<file path="src/rtl/pipe_hazard_sequencer.sv">
`default_nettype none
// ============================================================================
// pipe_hazard_sequencer - stall/flush arbiter for the 5-stage pipeline
// Rev 1.0
// ============================================================================
module pipe_hazard_sequencer #(
  parameter int REG_W        = 3,
  parameter int DRAIN_CYCLES = 3,
  parameter int MEM_TIMEOUT  = 15,
  parameter int CNT_W        = 16
) (
  input  logic             clk,
  input  logic             rst,
  input  logic             hz_enable,
  input  logic             id_ex_mem_read,
  input  logic [REG_W-1:0] id_ex_rd,
  input  logic [REG_W-1:0] if_id_rs1,
  input  logic [REG_W-1:0] if_id_rs2,
  input  logic             if_id_use_rs1,
  input  logic             if_id_use_rs2,
  input  logic             branch_taken,
  input  logic             mem_busy,
  input  logic             int_req,
  output logic             pc_en,
  output logic             if_id_en,
  output logic             id_ex_en,
  output logic             ex_mem_en,
  output logic             mem_wb_en,
  output logic             if_id_flush,
  output logic             id_ex_bubble,
  output logic             mem_wb_bubble,
  output logic             int_ack,
  output logic             mem_err,
  output logic [CNT_W-1:0] stall_cnt,
  output logic [2:0]       state_dbg
);

  typedef enum logic [2:0] {
    S_RUN        = 3'd0,
    S_LOAD_STALL = 3'd1,
    S_MEM_WAIT   = 3'd2,
    S_INT_DRAIN  = 3'd3,
    S_INT_ENTER  = 3'd4
  } state_t;

  localparam logic [3:0] DRAIN_TGT   = 4'(DRAIN_CYCLES);
  localparam logic [7:0] TIMEOUT_TGT = 8'(MEM_TIMEOUT);

  state_t           state, state_nxt;
  logic [2:0]       drain_cnt, drain_nxt;
  logic [7:0]       to_cnt, to_nxt;
  logic [CNT_W-1:0] stall_q;
  logic             hz;
  logic             pc_r, ifid_r, idex_r, exmem_r, memwb_r;
  logic             flush_r, bubble_r, wbbub_r, ack_r, err_r;

  assign hz = hz_enable & id_ex_mem_read &
              ((if_id_use_rs1 & (if_id_rs1 == id_ex_rd)) |
               (if_id_use_rs2 & (if_id_rs2 == id_ex_rd)));

  always_ff @(posedge clk or posedge rst) begin
    if (rst) begin
      state     <= S_RUN;
      drain_cnt <= 3'd0;
      to_cnt    <= 8'd0;
    end else begin
      state     <= state_nxt;
      drain_cnt <= drain_nxt;
      to_cnt    <= to_nxt;
    end
  end

  always_comb begin
    state_nxt = state;
    drain_nxt = drain_cnt;
    to_nxt    = to_cnt;
    pc_r      = 1'b1;
    ifid_r    = 1'b1;
    idex_r    = 1'b1;
    exmem_r   = 1'b1;
    memwb_r   = 1'b1;
    flush_r   = 1'b0;
    bubble_r  = 1'b0;
    wbbub_r   = 1'b0;
    ack_r     = 1'b0;
    err_r     = 1'b0;
    case (state)
      S_LOAD_STALL: begin
        state_nxt = S_RUN;
        if (mem_busy) begin
          {pc_r, ifid_r, idex_r, exmem_r} = 4'b0000;
          wbbub_r   = 1'b1;
          to_nxt    = 8'd1;
          state_nxt = S_MEM_WAIT;
        end else if (branch_taken) begin
          flush_r  = 1'b1;
          bubble_r = 1'b1;
        end
      end
      S_MEM_WAIT: begin
        if (mem_busy) begin
          {pc_r, ifid_r, idex_r, exmem_r} = 4'b0000;
          wbbub_r = 1'b1;
          if (to_cnt >= TIMEOUT_TGT) begin
            err_r     = 1'b1;
            to_nxt    = 8'd0;
            state_nxt = S_RUN;
          end else begin
            to_nxt = to_cnt + 8'd1;
          end
        end else begin
          to_nxt    = 8'd0;
          state_nxt = S_RUN;
          flush_r   = branch_taken;
          bubble_r  = branch_taken;
        end
      end
      S_INT_DRAIN: begin
        // A busy memory freezes the whole pipe; the drain simply pauses.
        if (mem_busy) begin
          {pc_r, ifid_r, idex_r, exmem_r, memwb_r} = 5'b00000;
        end else begin
          pc_r     = 1'b0;
          flush_r  = 1'b1;
          bubble_r = branch_taken;
          if (({1'b0, drain_cnt} + 4'd1) >= DRAIN_TGT) begin
            drain_nxt = 3'd0;
            state_nxt = S_INT_ENTER;
          end else begin
            drain_nxt = drain_cnt + 3'd1;
          end
        end
      end
      S_INT_ENTER: begin
        if (mem_busy) begin
          {pc_r, ifid_r, idex_r, exmem_r, memwb_r} = 5'b00000;
        end else begin
          ack_r     = 1'b1;
          flush_r   = 1'b1;
          state_nxt = S_RUN;
        end
      end
      default: begin
        state_nxt = S_RUN;
        if (mem_busy) begin
          {pc_r, ifid_r, idex_r, exmem_r} = 4'b0000;
          wbbub_r   = 1'b1;
          to_nxt    = 8'd1;
          state_nxt = S_MEM_WAIT;
        end else if (branch_taken) begin
          flush_r  = 1'b1;
          bubble_r = 1'b1;
        end else if (hz) begin
          pc_r      = 1'b0;
          ifid_r    = 1'b0;
          bubble_r  = 1'b1;
          state_nxt = S_LOAD_STALL;
        end else if (int_req) begin
          pc_r    = 1'b0;
          flush_r = 1'b1;
          if (DRAIN_TGT <= 4'd1) begin
            drain_nxt = 3'd0;
            state_nxt = S_INT_ENTER;
          end else begin
            drain_nxt = 3'd1;
            state_nxt = S_INT_DRAIN;
          end
        end
      end
    endcase
  end

  always_ff @(posedge clk or posedge rst) begin
    if (rst) begin
      stall_q <= '0;
    end else if (!pc_r && (stall_q != {CNT_W{1'b1}})) begin
      stall_q <= stall_q + 1'b1;
    end
  end

  // Reset forces every control low, including the otherwise-default enables.
  assign pc_en         = pc_r     & ~rst;
  assign if_id_en      = ifid_r   & ~rst;
  assign id_ex_en      = idex_r   & ~rst;
  assign ex_mem_en     = exmem_r  & ~rst;
  assign mem_wb_en     = memwb_r  & ~rst;
  assign if_id_flush   = flush_r  & ~rst;
  assign id_ex_bubble  = bubble_r & ~rst;
  assign mem_wb_bubble = wbbub_r  & ~rst;
  assign int_ack       = ack_r    & ~rst;
  assign mem_err       = err_r    & ~rst;
  assign stall_cnt     = stall_q;
  assign state_dbg     = state;

endmodule
`default_nettype wire

</file>
<file path="config.mk">
export PLATFORM = sky130hd
export DESIGN_NAME = pipe_hazard_sequencer
export DESIGN_NICKNAME = d
export VERILOG_FILES = /design/src/rtl/pipe_hazard_sequencer.sv
export SDC_FILE = /design/constraint.sdc
export NUM_CORES = 1
export LEC_CHECK = 0
export CAP_MARGIN = 20
export CELL_PAD_IN_SITES_DETAIL_PLACEMENT = 0
export CELL_PAD_IN_SITES_GLOBAL_PLACEMENT = 1
export CORE_AREA = 2 2 74 76
export DETAILED_ROUTE_END_ITERATION = 7
export DIE_AREA = 0 0 76 78
export PLACE_DENSITY_LB_ADDON = 0.1
export SYNTH_ARGS = -nofsm -noshare
export SYNTH_HDL_FRONTEND = slang
export SYNTH_SLANG_ARGS = --single-unit
export TNS_END_PERCENT = 30
</file>
<file path="constraint.sdc">
create_clock -name clk -period 2.5 [get_ports clk]
set_clock_uncertainty 0.05 [all_clocks]
set_input_delay 0.5 -clock clk [delete_from_list [all_inputs] [get_ports clk]]
set_output_delay 0.5 -clock clk [all_outputs]
set_load 0.05 [all_outputs]
</file>
==> results.py <==
metrics = {
    "cts": {
        "post_cts_buffers": 0,
        "clkTransAtPathRegs_ps": 60,
        "clockBufferDepth": 2,
        "numCtsBuffers": 5,
        "clock_latency_ps": 280,
        "htree_levels": 2,
        "cts_tree": "yes",
        "cts-root-buf": "clkbuf_8",
        "cts.sinks": 30,
        "hold_buffers": 0,
    },
    "critical_path": {
        "cp_data_required_time_ps": 1950,
        "cpPeakStageDelay_ps": 400,
        "crit_buf_inv": 1,
        "crit_path_start_kind": "flip-flop",
        "crit_arrival_ps": 1870,
        "crit_family": "simple AND/OR/NAND/NOR gates",
        "crit_type": "reg -> out",
        "critPathSlowestCell": "dfrtp_1",
        "path_cells": "or3_4, a21o_1, a211o_4, and2_2, buf_6",
        "cp_max_fo": 3,
        "worst_setup_path_end_kind": "primary output",
        "cp_num_cells": 5,
        "r2r_cells": 7,
    },
    "power": {
        "power_density_nw_per_um2": 717,
        "total_power_w": 0.00187,
        "max-vdd-ir-drop_mv": 0.749,
        "p_leak_nw": 1.18,
    },
    "layout": {
        "antenna_cells": 0,
        "nets": 270,
        "n_fill_cell": 469,
        "drive_gt1_share_pct": 28.1,
        "syn_to_final_growth_pct": 50.7,
        "final_common_cell": "dfrtp_1",
        "utilization_pct": 51.9,
        "final_cell_mix": "30 x dfrtp_1, 23 x clkdlybuf4s50_1, 20 x buf_4",
    },
    "detailed_routing": {
        "ant_nets": 0,
        "met2_length_um": 2280,
        "wl_met3_um": 163,
        "wirelength_um": 4440,
        "first_pass_iters": 4,
        "top_layer_used": "met4",
        "wl_per_cell_um": 13.9,
        "avgViaCountPerCell": 4.88,
        "drc_errors": 0,
        "vias": 1558,
        "drtIter0Drc": 91,
        "met1_length_um": 1950,
    },
    "timing": {
        "fmax_mhz": 414,
        "maxSlewHeadroom_pct": 66.5,
        "worst_slew_pin_slew_ps": 501,
        "period_needed_ps": 2420,
        "finalSetupViolCount": 0,
        "hold_violations": 0,
        "final_max_slew_viol_count": 0,
        "finalCritPeriodShare_pct": 96.7,
        "rsz0062_at_grt": "yes",
    },
    "synth": {
        "synth_top_area_cell": "dfrtp_1",
        "ys_types": 37,
        "syn_area_um2": 1740,
        "synthAdderAreaFrac_pct": 2.88,
        "synth_top_family_by_area": "simple AND/OR/NAND/NOR gates",
        "synth_area_leaders": "dfrtp_1 43%, xnor2_1 9.1%, nand2_1 4.1%",
        "synth_simple_gate_area_share_pct": 23.5,
        "synthCells": 182,
        "yosys_warnings": 0,
        "ys_ff_latch": 30,
        "synth_seq_area_share_pct": 43.3,
        "synth_xor_xnor_area_share_pct": 9.59,
        "synth_top_area_share_pct": 43.3,
        "postSynthNetCount": 204,
        "yosys-mux-area-fraction_pct": 1.30,
        "synth_compound_area_share_pct": 14.1,
        "avgSynthCellArea_um2": 9.54,
    },
    "grt": {
        "grt_max_degree": 31,
        "grt_pass1_wl_um": 7980,
        "grt_use_total_pct": 16.6,
        "overflow": 0,
        "antenna_found_initial": 0,
        "grt_pass1_vias": 1717,
    },
    "min_path": {
        "hold_path_depth": 1,
        "hp-class": "reg -> reg",
    },
    "job": {
        "maxCapViolations": 0,
    },
    "floorplan": {
        "start_util_pct": 34.4,
        "fp.dieW_um": 76,
        "die_area_um2": 5930,
        "dieHeight_um": 78,
        "pin_count": 47,
        "rows": 26,
        "core_um2": 5040,
    },
    "place": {
        "portBuffers": 46,
        "gp_congestion": 0.795,
        "hpwl_um": 3430,
    },
    "status": {
        "status": "finished, final reports clean",
    },
}
[cell type report]
| type | instances | area [um^2] | share of cell area [%] |
|---|---|---|---|
| multi-input cells | 138 | 971 | 37.1 |
| flip-flops and latches | 30 | 751 | 28.7 |
| repair buffers | 66 | 684 | 26.2 |
| well taps | 70 | 87.6 | 3.35 |
| clock buffers | 6 | 82.6 | 3.16 |
| inverters | 7 | 26.3 | 1.00 |
| clock inverters | 2 | 12.5 | 0.478 |
[cell usage after synthesis]
cell,n
or3_4,1
nand4_1,8
clkbuf_1,1
a2111oi_0,1
a211oi_1,1
nor2b_1,1
buf_4,2
and4_1,4
xor2_1,1
a21o_1,4
a221oi_4,1
and2_1,6
nand3_1,11
inv_1,7
nor2_1,12
or4_1,1
dfrtp_1,30
mux2_2,2
a31oi_1,2
a21oi_1,10
o21ai_0,12
a211o_1,1
and3_1,3
and2b_2,1
buf_6,3
nand2_1,19
and2_2,1
or3_2,1
o21a_1,1
a21boi_4,1
clkbuf_8,1
xnor2_1,18
o211ai_1,2
ha_1,4
nor4_1,3
nor3_1,3
nand2b_1,2
[stage by stage]
| step | instances | cell area (um^2) | setup slack (ps) | TNS (ps) | hold slack [ps] |
|---|---|---|---|---|---|
| floorplan | 182 | 1750 | -377 | -1330 | 394 |
| global placement | 311 | 2470 | -340 | -1460 | 410 |
| detailed placement | 311 | 2470 | -398 | -2160 | 416 |
| CTS | 319 | 2580 | -2.64 | -2.64 | 434 |
| global route | 319 | 2620 | -91.1 | -126 | 448 |
| finish | 319 | 2620 | 82.0 | 0 | 431 |
[metal layers]
metal / track usage, % / vias up
met2: 29.0 / 29
met5: 0 / -
met3: 4.53 / 6
met1: 19.8 / 751
met4: 5.64 / 0
li1: - / 772
[state kept, by name (all words and copies together), names as in the netlist]
name and count:
drain_cnt 3, to_cnt 8, stall_cnt 16, state_dbg 3
[cell families (layout without fill, tap and decap cells)]
kind of cell / count (synthesis) / count (layout)
buffers and inverters: 14 / 81
AO/OA/AOI/OAI: 36 / 36
XOR/XNOR: 19 / 19
adder cells (fa/ha/maj): 4 / 4
AND/OR/NAND/NOR: 77 / 77
multiplexers: 2 / 2
flip-flops: 30 / 30
[what timing repair did]
item / 4_1_cts / 5_1_grt
resized for setup: 27 / 27
pin swaps: 9 / 12
endpoints found under the setup margin: 4 / 4
cloned: 0 / 0
[where the power goes]
| part | switching, W | internal, W |
|---|---|---|
| clock | 0.000187 | 0.000221 |
| sequential | 0.000122 | 0.000576 |
| combinational | 0.000457 | 0.000311 |
| total | 0.000766 | 0.00111 |
[path summary, 6_finish.rpt]
check,from,endpoint,slack [ps]
setup reg to reg,state_dbg[0]$_DFFE_PP0P_,stall_cnt[1]$_DFFE_PP0P_,340
hold reg to reg,to_cnt[7]$_DFFE_PP0P_,to_cnt[7]$_DFFE_PP0P_,430
setup / recovery,state_dbg[0]$_DFFE_PP0P_,if_id_en,80
hold / removal,to_cnt[7]$_DFFE_PP0P_,to_cnt[7]$_DFFE_PP0P_,430
max in group asynchronous,rst,stall_cnt[13]$_DFFE_PP0P_,1320
min in group asynchronous,rst,to_cnt[1]$_DFFE_PP0P_,790
(Power assumes the default switching activity.)
==> RTL change 1, RTL diff (same settings) <==
Set the parameter `REG_W` to 6 (it was 3).
--- a/src/rtl/pipe_hazard_sequencer.sv
+++ b/src/rtl/pipe_hazard_sequencer.sv
@@ -4,7 +4,7 @@
 // Rev 1.0
 // ============================================================================
 module pipe_hazard_sequencer #(
-  parameter int REG_W        = 3,
+  parameter int REG_W        = 6,
   parameter int DRAIN_CYCLES = 3,
   parameter int MEM_TIMEOUT  = 15,
   parameter int CNT_W        = 16
Interface: changed (resized id_ex_rd, if_id_rs1 and if_id_rs2); port bits go from 47 to 56. No check against the original RTL was run, so the function may have changed too.
==> RTL change 1 against the original RTL <==
- clock power fell by 2%
- cell count rose by 10%
- largest cell class unchanged
- sequential share of layout area fell by 3.0 points
- final area rose by 12%
- highest routed layer unchanged
- synthesized cell count rose by 12%
- via count rose by 15%
- wire length rose by 7.1%
- setup slack got worse by 0.022 ns
- sequential cell count did not move
- power rose by 37%
- sequential power rose by 11%
- die area did not move
- area after synthesis rose by 12%
- critical path type unchanged
==> RTL change 1: results (changes against the original RTL) <==
stage,metric,value,unit,change
outcome,outcome,"finished, final reports clean",,
worst_setup_path,max_stage_delay,0.43,ns,+0.03 ns
final_layout,number_of_inserted_diodes,0,,unchanged
global_route,met2_usage,29.38,%,+0.36 points
synth,yosys.area_share.adder,2.564,%,-0.32 points
pwr,power.combinational.total,1.39,mW,+81%
global_route,grt_use_total,17.15,%,+0.54 points
synth,syn-num-nets,235,,+15%
pwr,reported_leakage_power,1.257,nW,+6.7%
drt,met1Wirelength,2054,um,+5.5%
global_route,global_route.peak_usage_layer,met2,,
final_layout,drive_gt1_share,30.25,%,+2.1 points
placed_design,dp_cells,337,,+8.4%
global_route,first_pass_grt_wire_length,8155,um,+2.2%
pwr,power.combinational.fraction,54.3,%,+13 points
drt,route.detailed.wl_per_inst,13.54,um,-2.7%
clock_tree,cts-resized-gates,23,,-15%
synth,synth.distinct_cells,47,,+27%
worst_setup_path,worstPathArrival,1.89,ns,+0.02 ns
final_layout,num-nets-final,311,,+15%
placed_design,post-place-ws,-0.3115,ns,+0.08641 ns
drt,wl_met3,190,um,+17%
timing,headroom_to_the_max_slew_limit,63.23,%,-3.2 points
synth,synthTopCellsByArea,"dfrtp_1 38%, xor2_1 6.3%, xnor2_1 5.8%",,
synth,seq_area_frac_synth,38.46,%,-4.8 points
worst_setup_path,cp_top_family,simple AND/OR/NAND/NOR gates,,
drt,met2WireLength,2456,um,+8.0%
global_route,use_met1,21.75,%,+2.0 points
placed_design,port_buffer_cells,55,,+20%
placed_design,gp_congestion,0.7980,,+0.43%
drt,detail_route.vias_per_cell,5.091,,+4.2%
pwr,power_report.internal_total,1.395,mW,+26%
worst_setup_path,worst-path-max-fanout,4,,+1
synth,synth_compound_area_share,14.17,%,+0.035 points
synth,top_cell_types_by_occurrence_after_synthesis,"30 x dfrtp_1, 15 x nand2_1, 14 x xor2_1, 13 x xnor2_1",,
placed_design,place_area,0.002775,mm2,+12%
worst_setup_path,slowest_stage,dfrtp_2,,
clock_tree,worst_skew_pair_latency,0.27,ns,
clock_tree,buffers_inserted_by_post_cts_timing_repair,3,,+3
global_route,grt_pass1_vias,1746,,+1.7%
synth,synth_mux_area_share,1.154,%,-0.14 points
pwr,vdd_ir_drop_max,0.5186,mV,-31%
synth,post_synth_xor_area_fraction,12.12,%,+2.5 points
synth,yosys_most_used_dff,dfrtp_1,,
drt,drt_iter0_markers,46,,-49%
global_route,grt_util_met3,3.605,%,-0.93 points
clock_tree,ctsHtreeMaxLevel,2,,unchanged
pwr,p_seq_share,30.2,%,-7.0 points
synth,synthesis.area_per_instance,9.568,um2,+0.34%
placed_design,dpl.hpwl,3585,um,+4.7%
final_layout,layoutNonFillerInstCount,351,,+10%
==> RTL change 1: cell count changes after synthesis, sizes merged, moves of 3 or more <==
cell   unedited run  this run
a21o              4         1
nand2            19        15
nor3              3        12
nor3b             0         3
xnor2            18        13
xor2              1        14
==> RTL change 1: path summary, 6_finish.rpt <==
path	slack, ns	end	from
min reg2reg	0.43	stall_cnt[5]	stall_cnt[5]
min in group asynchronous	0.69	drain_cnt[0]	rst
max reg2reg	0.36	stall_cnt[14]	state_dbg[2]
min	0.43	stall_cnt[5]	stall_cnt[5]
max in group asynchronous	1.41	state_dbg[2]	rst
max	0.06	pc_en	state_dbg[2]
==> RTL change 1: area by class of cell <==
type | instances | area (um2)
multi-input combinational | 157 | 1190
timing repair buffer | 79 | 777.0
sequential | 30 | 753.2
tap | 70 | 87.58
clock inverter | 1 | 5.005
inverter | 7 | 26.28
clock buffer | 7 | 86.33
fill | 457 | 2117
==> RTL change 2, RTL diff (same flow settings) <==
Without the edit above. Reset style: synchronous (`rst`), changed in 2 clocked blocks.
--- a/src/rtl/pipe_hazard_sequencer.sv
+++ b/src/rtl/pipe_hazard_sequencer.sv
@@ -58,7 +58,7 @@
               ((if_id_use_rs1 & (if_id_rs1 == id_ex_rd)) |
                (if_id_use_rs2 & (if_id_rs2 == id_ex_rd)));
 
-  always_ff @(posedge clk or posedge rst) begin
+  always_ff @(posedge clk) begin
     if (rst) begin
       state     <= S_RUN;
       drain_cnt <= 3'd0;
@@ -170,7 +170,7 @@
     endcase
   end
 
-  always_ff @(posedge clk or posedge rst) begin
+  always_ff @(posedge clk) begin
     if (rst) begin
       stall_q <= '0;
     end else if (!pc_r && (stall_q != {CNT_W{1'b1}})) begin
Behaviour: differs if rst is asserted again (counterexample within 4 cycles, from zero or initial values and one cycle with rst high); with rst held inactive, the same outputs for 10 cycles.
==> RTL change 2 against the original RTL <==
- first-iteration DRC count decreased by 38%
- via count increased by 20%
- fmax increased by 0.62%
- count of clock-buffer cells in the layout unchanged
- critical path depth increased by 1
- sequential share of layout area decreased by 5.9 points
- setup slack improved by 0.015 ns
- final area increased by 0.72%
- sequential cell count unchanged
- wire length increased by 4.8%
- area after synthesis increased by 3.8%
- critical path type is now in -> out
- largest cell class unchanged
Power is not compared: it rests on default switching activity, and its combinational part moved more than twofold at a synthesized area within 25%.
==> RTL change 2: results (changes against the original RTL) <==
stage,metric,value,unit,change
clock_tree,clock_path_buffers,2,,unchanged
synth,yosys_warnings,0,,unchanged
timing,max_slew.worst_pin.slew,0.4994,ns,-0.001844 ns
clock_tree,clockRootBuffer,clkbuf_8,,
worst_setup_path,worst-path-max-fanout,4,,+1
drt,vias,1868,,+20%
global_route,grt_pass1_vias,1714,,-0.17%
placed_design,dpl.hpwl,3428,um,about the same
global_route,grt_util_met3,3.721,%,-0.81 points
outcome,outcome,"finished, final reports clean",,
final_layout,num-nets-final,313,,+16%
pwr,reported_leakage_power,0.9941,nW,
global_route,first_pass_grt_wire_length,8004,um,+0.26%
placed_design,gp_congestion,0.7353,,-7.5%
placed_design,place_area,0.002507,mm2,+1.4%
synth,top_cell_types_by_occurrence_after_synthesis,"30 x dfxtp_1, 28 x nand2_1, 21 x a21oi_1, 20 x nor2_1, 12 x o21ai_0",,
worst_setup_path,max_stage_delay,0.46,ns,+0.06 ns
global_route,met2_usage,27.77,%,-1.3 points
placed_design,dp_cells,353,,+14%
final_layout,layout.cell_area.non_filler,0.002634,mm2,+0.72%
global_route,grt_max_degree,30,,-3.2%
final_layout,layoutNonFillerInstCount,361,,+13%
clock_tree,worst_skew_pair_latency,0.28,ns,about the same
global_route,grt_use_total,16.55,%,-0.057 points
final_layout,drive_gt1_share,17.18,%,-11 points
drt,drt_iter0_markers,56,,-38%
drt,drt-total-wl,4652,um,+4.8%
worst_setup_path,worstPathArrival,1.85,ns,-0.02 ns
synth,syn-num-nets,256,,+25%
global_route,use_met1,20.88,%,+1.1 points
hold_path,hold_critical_path_depth,2,,+1
final_layout,final.fill_count,516,,+10%
synth,synthTopCellsByArea,"dfxtp_1 33%, a21oi_1 5.8%, nand2_1 5.8%",,
synth,synth.distinct_cells,47,,+27%
worst_setup_path,reg2regPathDepth,7,,unchanged
synth,postSynthCellCount,234,,+29%
worst_setup_path,cp_top_family,buffers and inverters,,
synth,async_s_r_ff_share_synth,0,%,-100 points
worst_setup_path,slowest_stage,clkdlybuf4s50_1,,
RTL change 2: changes by cell type in the layout (fill, tap and decap cells not counted), moves of 7 or more:
cell | unedited run | this run
a21oi_1 | 9 | 20
dfrtp_1 | 30 | 0
dfxtp_1 | 0 | 30
dlygate4sd2_1 | 2 | 9
nand2_1 | 17 | 28
nor2_1 | 10 | 20
or4_1 | 1 | 8
xnor2_1 | 14 | 7
RTL change 2: layout make-up:
class	instances	area [um2]	share of cell area, %
Clock buffer	6	82.58	3.135
Clock inverter	1	30.03	1.140
Inverter	6	22.52	0.8551
Multi-Input combinational cell	184	1139	43.23
Sequential cell	30	600.6	22.80
Tap cell	70	87.58	3.325
Timing Repair Buffer	64	671.9	25.51
RTL change 2: repair_timing:
action	4_1_cts	5_1_grt
setup buffers	1	0
hold buffers	0	0
pin swaps	11	2
endpoints found under the setup margin	4	1
gates resized for setup	13	1
RTL change 2: worst min-delay path: cells and delay by family (launching register included):
kind	cells	cell delay (ns)
simple gates	1	0.07
compound gates	1	0.05
flops	1	0.34
RTL change 2: power breakdown:
part / switching (mW) / internal, mW / total, mW
Clock: 0.183 / 0.319 / 0.502
Sequential: 0.00765 / 0.486 / 0.494
Combinational: 0.134 / 0.105 / 0.239
RTL change 2: kinds of logic after synthesis:
group	share of synthesized area, %
AO/OA/AOI/OAI	20.28
AND/OR/NAND/NOR	31.39
multiplexers	2.361
XOR/XNOR	4.375
flip-flops	33.33
adder cells (fa/ha/maj)	2.778
buffers and inverters	5.486
RTL change 2: path summary, 6_finish.rpt:
path	start	to	slack [ns]
worst max-delay path	if_id_use_rs1	id_ex_bubble	0.1
worst min-delay path	to_cnt[7]	to_cnt[7]	0.43
worst max register to register	state_dbg[2]	stall_cnt[9]	0.38
worst min register to register	to_cnt[7]	to_cnt[7]	0.43
RTL change 2: per-stage QoR:
step                      hold WS [ns]  setup WS, ns  total power [mW]  utilization [%]
after global placement          0.4150       -0.2218            0.7455            49.73
final                           0.4344       0.09680             1.235            52.23
after floorplan                 0.3821       -0.2340            0.6383                -
after CTS                       0.4372       0.08599             1.254            52.16
after detailed placement        0.4208       -0.2245            0.7456            49.73
after global routing            0.4633       0.01112             1.298            52.23
RTL change 2: routing by layer:
layer	vias to the layer above	routed length (um)
li1	965	-
met1	872	2258
met2	23	2208
met3	8	124
met4	0	61
met5	-	0
